<file path="config.mk">
export PLATFORM = sky130hd
export DESIGN_NAME = decision_tree_loader_flat
export DESIGN_NICKNAME = d
export VERILOG_FILES = /design/src/rtl/decision_tree_loader_pkg.sv /design/src/rtl/decision_tree_loader_if.sv /design/src/rtl/decision_tree_loader_table_ram.sv /design/src/rtl/decision_tree_loader.sv /design/src/flat_wrapper.sv
export SDC_FILE = /design/constraint.sdc
export NUM_CORES = 1
export LEC_CHECK = 0
export BUFFER_PORTS_ARGS = -buffer_cell sky130_fd_sc_hd__buf_2
export CAP_MARGIN = 20
export CORE_ASPECT_RATIO = 0.7
export CORE_MARGIN = 2
export CORE_UTILIZATION = 50
export DETAILED_ROUTE_END_ITERATION = 8
export HOLD_SLACK_MARGIN = 0.1
export PLACE_DENSITY_LB_ADDON = 0.2
export SLEW_MARGIN = 20
export SYNTH_ARGS = -nofsm -noshare
export SYNTH_HDL_FRONTEND = slang
export SYNTH_SLANG_ARGS = --single-unit
</file>
<file path="constraint.sdc">
create_clock -name clock -period 3.5 [get_ports clock]
set_clock_uncertainty 0.2 [all_clocks]
set_input_delay 0.175 -clock clock [delete_from_list [all_inputs] [get_ports clock]]
set_output_delay 0.175 -clock clock [all_outputs]
set_load 0.01 [all_outputs]
</file>
<file path="src/rtl/decision_tree_loader_pkg.sv">
// Shared constants, field layout and encodings for the decision tree node
// table. The tree walker imports this too so both sides agree on the record.
package decision_tree_loader_pkg;

    localparam int DATA_W = 8;
    localparam int REC_W  = 22;
    localparam int DEPTH  = 8;
    localparam int ADDR_W = 3;

    localparam logic [DATA_W-1:0] HDR_WRITE = 8'hA5;
    localparam logic [DATA_W-1:0] HDR_CLEAR = 8'h5A;

    // Node record layout: threshold | aux | leaf value
    localparam int THR_MSB  = 21;
    localparam int THR_LSB  = 14;
    localparam int AUX_MSB  = 13;
    localparam int AUX_LSB  = 8;
    localparam int LEAF_MSB = 7;
    localparam int LEAF_LSB = 0;

    typedef enum logic [1:0] {
        ERR_NONE  = 2'd0,
        ERR_CSUM  = 2'd1,
        ERR_INDEX = 2'd2,
        ERR_RSVD  = 2'd3
    } err_e;

    typedef enum logic [2:0] {
        ST_IDLE  = 3'd0,
        ST_IDX   = 3'd1,
        ST_D2    = 3'd2,
        ST_D1    = 3'd3,
        ST_D0    = 3'd4,
        ST_CSUM  = 3'd5,
        ST_WRITE = 3'd6
    } state_e;

    // Record is {D2[5:0], D1, D0}; built field by field so the slice
    // constants above stay the single source of truth for the layout.
    function automatic logic [REC_W-1:0] make_record(
        input logic [5:0]        d2_low,
        input logic [DATA_W-1:0] d1,
        input logic [DATA_W-1:0] d0
    );
        logic [REC_W-1:0] rec;
        rec = '0;
        rec[LEAF_MSB:LEAF_LSB] = d0;
        rec[AUX_MSB:AUX_LSB]   = d1[5:0];
        rec[THR_MSB:THR_LSB]   = {d2_low, d1[7:6]};
        return rec;
    endfunction

    function automatic logic [DATA_W-1:0] frame_csum(
        input logic [DATA_W-1:0] idx,
        input logic [DATA_W-1:0] d2,
        input logic [DATA_W-1:0] d1,
        input logic [DATA_W-1:0] d0
    );
        return idx ^ d2 ^ d1 ^ d0;
    endfunction

endpackage

</file>
<file path="src/rtl/decision_tree_loader_if.sv">
// Valid/ready byte stream feeding the node table loader.
interface decision_tree_loader_if;
    import decision_tree_loader_pkg::*;

    logic [DATA_W-1:0] in_data;
    logic              in_valid;
    logic              in_ready;

    modport master (output in_data, output in_valid, input in_ready);
    modport slave  (input in_data, input in_valid, output in_ready);
endinterface

</file>
<file path="src/rtl/decision_tree_loader_table_ram.sv">
// Node table storage: one synchronous write port, one combinational read
// port. Contents are deliberately not reset; loaded_mask qualifies them.
module decision_tree_table_ram
    import decision_tree_loader_pkg::*;
(
    input  logic              clock,
    input  logic              we,
    input  logic [ADDR_W-1:0] waddr,
    input  logic [REC_W-1:0]  wdata,
    input  logic [ADDR_W-1:0] raddr,
    output logic [REC_W-1:0]  rdata
);
    logic [REC_W-1:0] mem [DEPTH];

    // Write port; a same-cycle read still sees the old entry
    always_ff @(posedge clock) begin
        if (we) mem[waddr] <= wdata;
    end

    assign rdata = mem[raddr];
endmodule

</file>
<file path="src/rtl/decision_tree_loader.sv">
// Framed byte-stream writer for the decision tree node table. Parses
// A5 IDX D2 D1 D0 CSUM frames, validates them, writes the record and
// tracks which nodes are loaded.
module decision_tree_loader
    import decision_tree_loader_pkg::*;
(
    input  logic                  clock,
    input  logic                  reset,
    decision_tree_loader_if.slave stream,
    input  logic [ADDR_W-1:0]     rd_addr,
    output logic [REC_W-1:0]      rd_data,
    output logic                  table_valid,
    output logic [DEPTH-1:0]      loaded_mask,
    output logic                  frame_ok,
    output logic                  frame_err,
    output logic [1:0]            err_code
);
    state_e            state, state_next;
    logic [DATA_W-1:0] idx_q, d2_q, d1_q, d0_q;
    logic              accept, clear_cmd, check_fail, write_en;
    err_e              err_sel;
    logic [DEPTH-1:0]  mask_set;

    // The only stall is the single WRITE cycle
    assign stream.in_ready = (state != ST_WRITE);
    assign accept          = stream.in_valid && stream.in_ready;
    assign clear_cmd       = accept && (state == ST_IDLE) && (stream.in_data == HDR_CLEAR);
    assign check_fail      = accept && (state == ST_CSUM) && (err_sel != ERR_NONE);
    assign write_en        = (state == ST_WRITE);
    assign mask_set        = loaded_mask | (DEPTH'(1) << idx_q[ADDR_W-1:0]);

    // Frame checks on the incoming CSUM byte: checksum, then index, then reserved bits
    always_comb begin
        err_sel = ERR_NONE;
        if (stream.in_data != frame_csum(idx_q, d2_q, d1_q, d0_q))
            err_sel = ERR_CSUM;
        else if (idx_q[DATA_W-1:ADDR_W] != '0)
            err_sel = ERR_INDEX;
        else if (d2_q[7:6] != 2'b00)
            err_sel = ERR_RSVD;
    end

    // State register
    always_ff @(posedge clock or posedge reset) begin
        if (reset) state <= ST_IDLE;
        else       state <= state_next;
    end

    // Next-state: one accepted byte per payload state; a clear byte stays in IDLE
    always_comb begin
        state_next = state;
        case (state)
            ST_IDLE:  if (accept && stream.in_data == HDR_WRITE) state_next = ST_IDX;
            ST_IDX:   if (accept) state_next = ST_D2;
            ST_D2:    if (accept) state_next = ST_D1;
            ST_D1:    if (accept) state_next = ST_D0;
            ST_D0:    if (accept) state_next = ST_CSUM;
            ST_CSUM:  if (accept) state_next = (err_sel == ERR_NONE) ? ST_WRITE : ST_IDLE;
            ST_WRITE: state_next = ST_IDLE;
            default:  state_next = ST_IDLE;
        endcase
    end

    // Capture payload bytes as they arrive
    always_ff @(posedge clock or posedge reset) begin
        if (reset) begin
            idx_q <= '0;
            d2_q  <= '0;
            d1_q  <= '0;
            d0_q  <= '0;
        end else if (accept) begin
            case (state)
                ST_IDX:  idx_q <= stream.in_data;
                ST_D2:   d2_q  <= stream.in_data;
                ST_D1:   d1_q  <= stream.in_data;
                ST_D0:   d0_q  <= stream.in_data;
                default: ;
            endcase
        end
    end

    // Status: mask, table_valid, one-cycle pulses and sticky error code
    always_ff @(posedge clock or posedge reset) begin
        if (reset) begin
            loaded_mask <= '0;
            table_valid <= 1'b0;
            frame_ok    <= 1'b0;
            frame_err   <= 1'b0;
            err_code    <= ERR_NONE;
        end else begin
            frame_ok  <= 1'b0;
            frame_err <= 1'b0;
            if (write_en) begin
                loaded_mask <= mask_set;
                table_valid <= &mask_set;
                frame_ok    <= 1'b1;
                err_code    <= ERR_NONE;
            end else if (clear_cmd) begin
                loaded_mask <= '0;
                table_valid <= 1'b0;
                err_code    <= ERR_NONE;
            end else if (check_fail) begin
                frame_err <= 1'b1;
                err_code  <= err_sel;
            end
        end
    end

    decision_tree_table_ram u_table (
        .clock (clock),
        .we    (write_en),
        .waddr (idx_q[ADDR_W-1:0]),
        .wdata (make_record(d2_q[5:0], d1_q, d0_q)),
        .raddr (rd_addr),
        .rdata (rd_data)
    );
endmodule
</file>
<file path="src/flat_wrapper.sv">
// flat-port wrapper written by rule: the top's interface ports become plain ports
module decision_tree_loader_flat import decision_tree_loader_pkg::*;
  (clock, reset, rd_addr, rd_data, table_valid, loaded_mask, frame_ok, frame_err, err_code, stream_in_data, stream_in_valid, stream_in_ready);
  decision_tree_loader_if stream_i ();
  input  logic clock;
  input  logic reset;
  input  logic [ADDR_W-1:0] rd_addr;
  output logic [REC_W-1:0] rd_data;
  output logic table_valid;
  output logic [DEPTH-1:0] loaded_mask;
  output logic frame_ok;
  output logic frame_err;
  output logic [1:0] err_code;
  input wire logic [$bits(stream_i.in_data)-1:0] stream_in_data;
  input wire logic [$bits(stream_i.in_valid)-1:0] stream_in_valid;
  output wire logic [$bits(stream_i.in_ready)-1:0] stream_in_ready;
  assign stream_i.in_data = stream_in_data;
  assign stream_i.in_valid = stream_in_valid;
  assign stream_in_ready = stream_i.in_ready;
  decision_tree_loader u_core (.clock(clock), .reset(reset), .stream(stream_i), .rd_addr(rd_addr), .rd_data(rd_data), .table_valid(table_valid), .loaded_mask(loaded_mask), .frame_ok(frame_ok), .frame_err(frame_err), .err_code(err_code));
endmodule
</file>
# After elaboration in Yosys (flattened, before gate mapping)
# Memories as Yosys holds them, arrays and structs flattened.
# Index checks and enable logic that the tools add are counted.
# word_totals
reg_bits,48
latchBits,0
mem_bits_rw,176
rom_bits,0
in_bits,14
output_inout_bits,36
memories,1
# mem_list
name,depth,width,read_ports,rd_clocked_by_memory_dff,write_ports,line_no,text
u_core.u_table.mem,8,22,1,0,1,decision_tree_loader_table_ram.sv:13,logic [REC_W-1:0] mem [DEPTH];
# op_classes
addsub,0
mul,0
n_div,0
n_lt_le_gt_ge,0
eq_ne,16
shift,1
mux,23
bitwise_logic,4
reduce_logical,19
# ops
op,count
bitwise XOR 8 bit,3
two-way mux 3 bit,7
case mux 3 bit (6 select lines),1
two-way mux 8 bit,2
two-way mux 2 bit,6
"!= test 2 x 1 -> 1 bit, second input constant",5
"equality test 3 bit, second input constant",3
"equality test 8 x 7 -> 1 bit, second input constant",1
"equality test 8 bit, second input constant",1
!= test 8 bit,1
bitwise OR 8 bit,1
AND reduction 2 bit,4
AND reduction 8 bit,1
"left shift 1 x 3 -> 8 bit, first input constant",1
two-way mux 1 bit,7
"equality test 3 x 2 -> 1 bit, second input constant",2
logical AND 1 bit,6
AND reduction 6 bit,1
nonzero test 2 bit,3
nonzero test 5 bit,1
"equality test 3 x 1 -> 1 bit, second input constant",1
zero test 3 bit,1
"!= test 3 bit, second input constant",1
nonzero test 3 bit,1
other kinds (2),2

# Longest topological paths before layout
# depth
depth_word,10
ltp_mapped,8
depth_no_buf,6

# Modules after synthesis
# A second synthesis with hierarchy kept.
# unflattened
cells_unflattened,467
area_unflattened_um2,9250.1
# modules_own_cells
module,n_inst,cells_each,area_each_um2,seq_area_each_um2
decision_tree_table_ram,1,267,6810.3,5285.1
decision_tree_loader,1,200,2439.8,1201.2

# Worst setup path after synthesis
# OpenSTA, ideal clock, no wires.
# synth_timing
kind,register to register
startpoint,register u_core.state[0]
endpoint,memory u_core.u_table.mem[0][0] (enable)
setup_ns,0.460
arrival_time_ns,3.159
t_required_ns,2.840
path_slack_ns,-0.319
stages_incl_launch_ff,5
n_path_buf,2
synth_period_minus_slack_ns,3.819
path_cell_list,dfrtp_1 buf_2 or2_2 buf_2 nor4_1
# synth_between
elab_chain_cells,3
# synth_rtl
item,line_no,text
"start, declared",decision_tree_loader.sv:18,"state_e state, state_next;"
"start signal, assigned",decision_tree_loader.sv:46,else state <= state_next;
equality test 3 bit,decision_tree_loader.sv:29,assign write_en = (state == ST_WRITE);
two-way mux 1 bit,decision_tree_loader_table_ram.sv:17,if (we) mem[waddr] <= wdata;
two-way mux 1 bit (implied by the code),decision_tree_loader_table_ram.sv:17,
"end, declared",decision_tree_loader_table_ram.sv:13,
# Every way passes these cells.

# Final worst setup path
# layout_timing
startpoint,register u_core.state[1]
endpoint,memory u_core.u_table.mem[3][18] (enable)
# layout_between
elab_chain_cells,3
# layout_rtl
item,line_no,text
equality test 3 bit,decision_tree_loader.sv:29,
net u_core.u_table.we,decision_tree_loader_table_ram.sv:7,"input logic we,"
two-way mux 1 bit,decision_tree_loader_table_ram.sv:17,
two-way mux 1 bit (implied by the code),decision_tree_loader_table_ram.sv:17,
# The timed path passes the listed nets, and every way through them passes these cells.

==> flow_summary.json <==
{
  "drc": 0,
  "ir_drop_v": 0.000443,
  "post_layout_nonfiller_instances": 783,
  "std_cell_rows": 41,
  "grt_pass1_vias": 4597,
  "final_core_util_pct": 58.3,
  "drtPass1Iterations": 4,
  "yosysWarnings": 0,
  "relSlewSlack_pct": 41.1,
  "drt_iter0_markers": 307,
  "slowest_delay_ns": 0.53,
  "track_usage_pct": 19.7,
  "grt_max_degree": 49,
  "max_freq_mhz": 384,
  "power_per_cell_area_nw_per_um2": 721,
  "drv_cap": 0,
  "required_ns": 3.49,
  "io_buffer_count": 49,
  "cp-start-kind": "flop",
  "die_w_um": 165,
  "die-area_sq_um": 19100,
  "slew_viol_final": 0,
  "critPathKind": "reg -> reg",
  "synth_area_per_cell_sq_um": 20.0,
  "htreeDepth": 1,
  "hold_ws_ns": 0.157,
  "syn_to_final_growth_pct": 15.4,
  "crit_path_frequent_cell": "nand2_1",
  "reg2reg_slack_ns": 0.90,
  "dpl.hpwl_mm": 11.4,
  "rsz0062_at_grt": "false",
  "drtAntennaViolNets": 0,
  "cp_max_fo": 16,
  "finalSetupTns_ns": 0,
  "clk_latency_ns": 0.51,
  "coreArea_sq_um": 17900,
  "p_leak_nw": 3.75,
  "setup_viol": 0,
  "cts.repair.resized": 0,
  "grt_pass1_wl_mm": 27.6,
  "initial_core_util_pct": 50.5,
  "diodes": 0,
  "most-common-layout-cells": "edfxtp_1, mux2_2, buf_2",
  "multiInputGateArea_sq_um": 2460,
  "synth_ff_type": "edfxtp_1",
  "drive_gt1_share_pct": 37.8,
  "cts_tree": "built",
  "ys_types": 46,
  "ys_seq_elements": 224,
  "vias": 4470,
  "crit_arrival_ns": 2.59,
  "viasPerCell": 5.71,
  "path_cells": "nand2_1 > or2_2 > inv_1 > nand2_1 > nor2_2 > buf_4",
  "cts.path.max_buffers": 3,
  "synth.cell_area_sq_um": 9020,
  "clk_pin_slew_ns": 0.06,
  "timing.final.ws_setup_ns": 0.897,
  "hold_path_class": "in -> async",
  "final_common_cell": "edfxtp_1",
  "numPlacedInstances": 733,
  "numCtsBuffers": 22,
  "post-route-period-util_pct": 74.4,
  "wl_per_cell_um": 22.9,
  "ctsHoldBuffers": 10,
  "status": "complete, no violations",
  "hold_viol_final": 0,
  "seq_area_sq_um": 6490,
  "synth_nets": 464,
  "pre_cts_slack_ns": 0.905,
  "die_y_um": 116,
  "antenna_found_initial": 0,
  "worst_path_max_delay_cell": "dfrtp_1",
  "drt-total-wl_mm": 17.9,
  "clkSinkCount": 224,
  "tightest_slew_ns": 0.878,
  "postSynthCellCount": 450,
  "gp_congestion": 0.833,
  "ctsRootBufferMaster": "clkbuf_16",
  "n_fill_cell": 1340,
  "final_nets": 545,
  "worst_setup_path_end_kind": "flop",
  "seq_area_frac_synth_pct": 71.9,
  "async_reset_ff_share_pct": 21.4,
  "postCtsSetupBuffers": 0,
  "pin_count": 50,
  "fin_crit_ns": 2.60,
  "grt_overflow": 0,
  "synth_edf_count": 176
}
-- report_power, final --
| group | switching (W) | internal [W] |
|---|---|---|
| logic | 0.000589 | 0.000735 |
| registers | 0.000602 | 0.00347 |
| clock network | 0.000942 | 0.00117 |
-- flip-flops by register name, summed over array words and instances (netlist names) --
register,flops
u_core.d1_q,8
u_core.d0_q,8
u_core.idx_q,8
u_core.frame_ok,1
u_core.frame_err,1
u_core.u_table.mem,176
u_core.state,3
u_core.table_valid,1
u_core.err_code,2
u_core.loaded_mask,8
u_core.d2_q,8
-- final cells by class --
class | count | share of cell area, %
Clock buffer | 30 | 5.58
Clock inverter | 10 | 0.541
Inverter | 3 | 0.120
Multi-Input combinational cell | 202 | 23.7
Sequential cell | 224 | 62.3
Tap cell | 236 | 2.84
Timing Repair Buffer | 78 | 4.93
-- worst paths after layout --
| check | to | start | depth (start not counted) |
|---|---|---|---|
| hold / removal | u_core.idx_q[1] | reset | 3 |
| min in group clock | u_core.loaded_mask[5] | u_core.loaded_mask[5] | 1 |
| setup reg to reg | u_core.u_table.mem[3][18] | u_core.state[1] | 6 |
| hold reg to reg | u_core.loaded_mask[5] | u_core.loaded_mask[5] | 1 |
| max in group asynchronous | u_core.idx_q[7] | reset | 3 |
| setup / recovery | u_core.u_table.mem[3][18] | u_core.state[1] | 6 |
-- metrics by stage --
step	power [W]	cell area, sq um
6_report	0.00750	10400
2_1_floorplan	0.00493	9020
4_1_cts	0.00755	10400
5_1_grt	0.00782	10400
3_3_place_gp	0.00536	9670
3_5_place_dp	0.00544	9670
-- layer usage --
metal | vias up | routed length, um | track usage [%]
met5 | - | 0 | 0
met4 | 0 | 368 | 4.64
met3 | 27 | 733 | 3.59
met2 | 100 | 8070 | 29.8
met1 | 2374 | 8760 | 30.2
li1 | 1969 | - | -
-- synth_stat cells (2+ instances only) --
cell type	count	area (sq um)
nor3_1	5	25.0
nor2_1	11	41.3
or4_1	2	15.0
xnor3_1	7	158
dfrtp_1	48	1200
a21oi_1	7	35.0
a31oi_1	3	18.8
nor4_2	2	25.0
inv_1	3	11.3
nand2_1	10	37.5
edfxtp_1	176	5290
xnor2_1	8	70.1
buf_2	6	30.0
xor2_1	8	70.1
mux4_2	44	991
nor4bb_1	5	50.1
mux2_2	53	597
clkbuf_1	11	41.3
o21ai_0	3	15.0
nand2b_1	2	12.5
nand3_1	4	20.0
buf_4	2	15.0
a21o_1	7	52.6
-- logic make-up after synthesis --
logic type                share of synthesized area (%)
AOI/OAI and AO/OA                                  2.11
muxes                                              17.7
xor gates and xnor gates                           3.57
DFF                                                71.9
buffers and inverters                              1.25
and+or+nand+nor                                    3.44
-- worst max-delay path, delay by kind of cell, from the launching register on --
family | cells | cell delay, ns
flops | 1 | 0.53
simple gates | 4 | 1.11
buf+inv | 2 | 0.46
No activity file was read; power rests on OpenSTA's default activity.
